File: src/rtl/calculadora_pkg.sv
// Shared definitions for the calculator front end: debouncer state encodings and the default
// stable-time count for the board clock.
package calculadora_pkg;

    typedef enum logic [1:0] {
        ESTABLE_0   = 2'b00,
        VALIDANDO_1 = 2'b01,
        ESTABLE_1   = 2'b10,
        VALIDANDO_0 = 2'b11
    } estado_t;

    // 10 ms of stable input at 100 MHz
    localparam int unsigned N_CICLOS_DEF = 1_000_000;

    function automatic logic nivel_limpio(input estado_t e);
        return (e == ESTABLE_1) || (e == VALIDANDO_0);
    endfunction

    function automatic logic en_validacion(input estado_t e);
        return (e == VALIDANDO_1) || (e == VALIDANDO_0);
    endfunction

endpackage

File: src/rtl/sincronizador_2ff.sv
// Two-flop synchronizer for a single asynchronous level; both stages clear to 0 on reset.
module sincronizador_2ff (
    input  logic clk,
    input  logic reset,
    input  logic d,
    output logic q
);

    logic s1;

    always_ff @(posedge clk) begin
        if (reset) begin
            s1 <= 1'b0;
            q  <= 1'b0;
        end else begin
            s1 <= d;
            q  <= s1;
        end
    end

endmodule

File: src/rtl/antirrebote_boton.sv
// Push-button debouncer: synchronizes boton_in, requires N_CICLOS+1 stable samples to accept a
// change, and emits registered level and edge strobes. Define ANTIRREBOTE_PULSO_BAJADA_EN for pulso_bajada.
module antirrebote_boton
    import calculadora_pkg::*;
#(
    parameter int unsigned N_CICLOS = N_CICLOS_DEF
) (
    input  logic clk,
    input  logic reset,
    input  logic boton_in,
    output logic boton_limpio,
    output logic pulso_subida,
`ifdef ANTIRREBOTE_PULSO_BAJADA_EN
    output logic pulso_bajada,
`endif
    output logic validando
);

    localparam int unsigned CNT_W = $clog2(N_CICLOS);
    localparam logic [CNT_W-1:0] CNT_MAX = CNT_W'(N_CICLOS - 1);

    logic             boton_s;
    estado_t          estado, estado_n;
    logic [CNT_W-1:0] cnt, cnt_n;
    logic             pulso_subida_n;
`ifdef ANTIRREBOTE_PULSO_BAJADA_EN
    logic             pulso_bajada_n;
`endif

    sincronizador_2ff u_sinc (
        .clk   (clk),
        .reset (reset),
        .d     (boton_in),
        .q     (boton_s)
    );

    // Next state; cnt falls back to 0 whenever it is not advancing so it reads 0 outside validation
    always_comb begin
        estado_n       = estado;
        cnt_n          = '0;
        pulso_subida_n = 1'b0;
`ifdef ANTIRREBOTE_PULSO_BAJADA_EN
        pulso_bajada_n = 1'b0;
`endif
        case (estado)
            ESTABLE_0: begin
                if (boton_s) estado_n = VALIDANDO_1;
            end
            VALIDANDO_1: begin
                if (!boton_s) begin
                    estado_n = ESTABLE_0;
                end else if (cnt == CNT_MAX) begin
                    estado_n       = ESTABLE_1;
                    pulso_subida_n = 1'b1;
                end else begin
                    cnt_n = cnt + CNT_W'(1);
                end
            end
            ESTABLE_1: begin
                if (!boton_s) estado_n = VALIDANDO_0;
            end
            VALIDANDO_0: begin
                if (boton_s) begin
                    estado_n = ESTABLE_1;
                end else if (cnt == CNT_MAX) begin
                    estado_n       = ESTABLE_0;
`ifdef ANTIRREBOTE_PULSO_BAJADA_EN
                    pulso_bajada_n = 1'b1;
`endif
                end else begin
                    cnt_n = cnt + CNT_W'(1);
                end
            end
            default: estado_n = ESTABLE_0;
        endcase
    end

    // Outputs are decoded from the next state so they switch on the same edge as the state
    always_ff @(posedge clk) begin
        if (reset) begin
            estado       <= ESTABLE_0;
            cnt          <= '0;
            boton_limpio <= 1'b0;
            validando    <= 1'b0;
            pulso_subida <= 1'b0;
`ifdef ANTIRREBOTE_PULSO_BAJADA_EN
            pulso_bajada <= 1'b0;
`endif
        end else begin
            estado       <= estado_n;
            cnt          <= cnt_n;
            boton_limpio <= nivel_limpio(estado_n);
            validando    <= en_validacion(estado_n);
            pulso_subida <= pulso_subida_n;
`ifdef ANTIRREBOTE_PULSO_BAJADA_EN
            pulso_bajada <= pulso_bajada_n;
`endif
        end
    end

endmodule

File: config.mk
export PLATFORM = sky130hd
export DESIGN_NAME = antirrebote_boton
export DESIGN_NICKNAME = d
export VERILOG_FILES = /design/src/rtl/calculadora_pkg.sv /design/src/rtl/sincronizador_2ff.sv /design/src/rtl/antirrebote_boton.sv
export SDC_FILE = /design/constraint.sdc
export NUM_CORES = 1
export LEC_CHECK = 0
export CORE_UTILIZATION = 45
export CTS_CLUSTER_DIAMETER = 80
export DETAILED_ROUTE_END_ITERATION = 8
export GPL_ROUTABILITY_DRIVEN = 1
export SYNTH_ARGS = -nofsm -noshare
export SYNTH_HDL_FRONTEND = slang
export SYNTH_SLANG_ARGS = --single-unit
File: constraint.sdc
create_clock -name clk -period 5.4 [get_ports clk]
set_clock_uncertainty 0.1 [all_clocks]
set_input_delay 1.62 -clock clk [delete_from_list [all_inputs] [get_ports clk]]
set_output_delay 1.62 -clock clk [all_outputs]
set_load 0.03 [all_outputs]
==> results.md <==
- CTS Sinks: 26
- WL final: 1.864 mm
- R2r setup slk: 2.89 ns
- Crit path buffers/inverters: 1
- Maximum fanout along the worst path: 4
- Post-route insts no fill: 158
- Final setup TNS: 0 ns
- Skew-Pair Late Insertion Delay: 0.33 ns
- Core area: 2276 sq um
- Setup crit start: validando
- Via count: 860
- Syn_area_per_cell: 8.950 sq um
- Net Count, Synth: 128
- Number of global-route vias before repair: 798
- Max-slew violation count: 0
- DP Wirelength: 1.329 mm
- Ratio of final minimum period to clock period: 58.09%
- N_diodes: 0
- Hold path depth: 1
- Pwr Density: 268.6 nW/um^2
- Layout area overhead: 10.94%
- Register share of total power: 58.5%
- Element type at the critical path end: output port
- Netlist cell types: 31
- GRT overflow: 0
- Yosys reg bits: 26
- P_int: 270.4 uW
- Num rows: 17
- Status: finished, final reports clean
- Share of cells above drive strength 1: 4.615%
- I/O pin total: 6
- Die Y-Extent: 51.66 microns
- Sw Ratio: 18.22%
- RR Startpoint: cnt[6]
- Clk pwr share: 40.2%
- Worst hold-check path type: reg2reg
- Post-Syn Area: 1110 sq um
- Slowest CP cell: clkdlybuf4s50_1
- Worst slew margin: 52.44%
- Routability cong.: 0.7845
- Clock tree from TritonCTS: done
- Seq/Total Area, Yosys: 46.90%
- Worst hold path startpoint: u_sinc.s1
- Routed len/inst: 11.80 microns
- Peak VDD IR: 0.0002269 V
- Hold Vio Cnt, Final: 0
- DRC violation count after routing: 0
- Hold endpoint: u_sinc.q
- Hold buffers post-CTS: 0
- Max cap viols: 0
- DRT antenna net count: 0
- Critical setup path kind: reg2out
- Crit-path leading delay family: buffers and inverters
- Synth warnings: 0
- Setup Buffers After CTS: 0
- Leak: 0.3431 nW
- Initial Utilization: 48.76%
- F_max: 318.8 MHz
- Setup WS pre-CTS: 2.272 ns
- Cell depth of the worst flop-to-flop path: 4
- Max clock buf depth: 2
- Worst setup margin: 2.263 ns
- CP max stage delay: 0.68 ns
- Vias per cell: 5.443
- Syn Inst Count: 124
- Switching pwr: 60.25 uW
- Total GRT Usage: 18.40%
- Crit path required time: 3.68 ns
- Slew @ Worst Pin: 0.7133 ns
- Cells along the critical path: clkdlybuf4s50_1
- Die X: 51.66 microns
- Post-cts sizing count: 0
- WP data arrival: 1.42 ns
- CP Launch Type: flip-flop
- Placed insts: 154
- DR iter-0 viols: 21
- Clock transition at path regs: 0.15 ns
- Depth of the CTS H-tree: 1
- Setup violators final: 0
- Combinational Power Share: 1.3%
- Die area: 2669 sq um
- Root buffer cell: clkbuf_4
- Port Buffer Count: 5
- WL met3: 73 microns
- FF-to-FF End: cnt[7]
- Initial antenna violation count: 0
- Top Layer Used: met4
- Wl on met1: 914 microns
- Met2 WL: 850 microns
- Hold Worst Slack: 0.3739 ns
- First-pass GRT wire length: 3.677 mm
- # nets final: 135
- Pin count of the biggest net entering global routing: 19
- RSZ-0062 raised after global routing: no
- CTS buffer count: 3
- Min Tclk post-route: 3.137 ns
- Pre-antenna DRT Iters: 4
-- synthesized netlist by cell type (all sizes together) --
library cell / n / share of area, %
dfxtp: 26 / 47
nor2: 21 / 7.1
xnor2: 13 / 10
inv: 7 / 2.4
nand3: 6 / 2.7
nand4: 5 / 2.8
nor3: 5 / 2.3
nor4: 5 / 2.8
a21oi: 4 / 1.8
or4: 4 / 3.0
nand2: 3 / 1.0
nor2b: 3 / 1.7
xor2: 3 / 2.4
and3: 2 / 1.1
clkbuf: 2 / 0.79
nand2b: 2 / 1.1
o21ai: 2 / 1.2
a211oi: 1 / 0.68
and4: 1 / 0.79
buf: 1 / 0.68
ha: 1 / 1.1
mux2i: 1 / 0.90
nand3b: 1 / 0.68
nor4b: 1 / 0.79
o221ai: 1 / 0.79
o31ai: 1 / 0.68
or3: 1 / 0.56
or4b: 1 / 0.90
-- how the worst max path moves through the flow --
stage	end	depth (start not counted)
floorplan	cnt[16]	5
global placement	cnt[17]	5
detailed placement	cnt[17]	5
CTS	validando	1
global route	validando	1
finish	validando	1
-- power by group through the flow --
stage	Sequential (mW)	Combinational (mW)	Clock, mW
finish	0.193	0.00443	0.133
global route	0.194	0.00493	0.145
CTS	0.193	0.00447	0.137
detailed placement	0.198	0.00445	0
global placement	0.198	0.00432	0
floorplan	0.198	0.00155	0
-- flip-flops by register name, indices dropped and copies added (netlist names) --
register / count
u_sinc.s1: 1
cnt: 20
u_sinc.q: 1
estado: 1
validando: 1
boton_limpio: 1
pulso_subida: 1
-- metrics by stage --
| step | power, mW | util [%] | instance area (sq um) |
|---|---|---|---|
| after floorplan | 0.1994 | - | 1110 |
| after global placement | 0.2018 | 51.79 | 1179 |
| after detailed placement | 0.2020 | 51.79 | 1179 |
| after CTS | 0.3352 | 54.10 | 1231 |
| after global routing | 0.3436 | 54.10 | 1231 |
| final | 0.3307 | 54.10 | 1231 |
-- cell type report --
| class | instances | area (sq um) |
|---|---|---|
| Fill cell | 209 | 1045 |
| Multi-Input combinational cell | 88 | 546.8 |
| Sequential cell | 26 | 520.5 |
| Timing Repair Buffer | 5 | 50.05 |
| Tap cell | 28 | 35.03 |
| Clock inverter | 1 | 30.03 |
| Inverter | 7 | 26.28 |
| Clock buffer | 3 | 22.52 |
-- cell families (layout without fill, tap and decap cells) --
family / Yosys count / after routing / share of synthesized area [%]
buf+inv: 10 / 16 / 3.833
fa+ha+maj: 1 / 1 / 1.127
xor+xnor: 16 / 16 / 12.63
flops: 26 / 26 / 46.90
compound gates: 9 / 9 / 5.186
mux: 1 / 1 / 0.9020
simple gates: 61 / 61 / 29.43
-- cells in the final DEF (no fill, tap or decap), types with 2 or more instances in the layout --
cell type,synthesis,final
nand3_1,6,6
and3_1,2,2
clkbuf_4,0,3
nor4_1,5,5
clkdlybuf4s50_1,0,5
nor2_1,21,21
dfxtp_1,26,26
nand4_1,5,5
nand2_1,3,3
xor2_1,3,3
or4_1,3,3
nor2b_1,3,3
inv_1,7,7
xnor2_1,13,13
a21oi_1,4,4
nor3_1,5,5
nand2b_1,2,2
-- layer usage --
metal	GRT usage (%)	vias up
met5	0	-
met4	5.405	0
met3	5.263	5
met2	29.00	16
met1	24.28	395
li1	-	444
(Power assumes the default switching activity.)
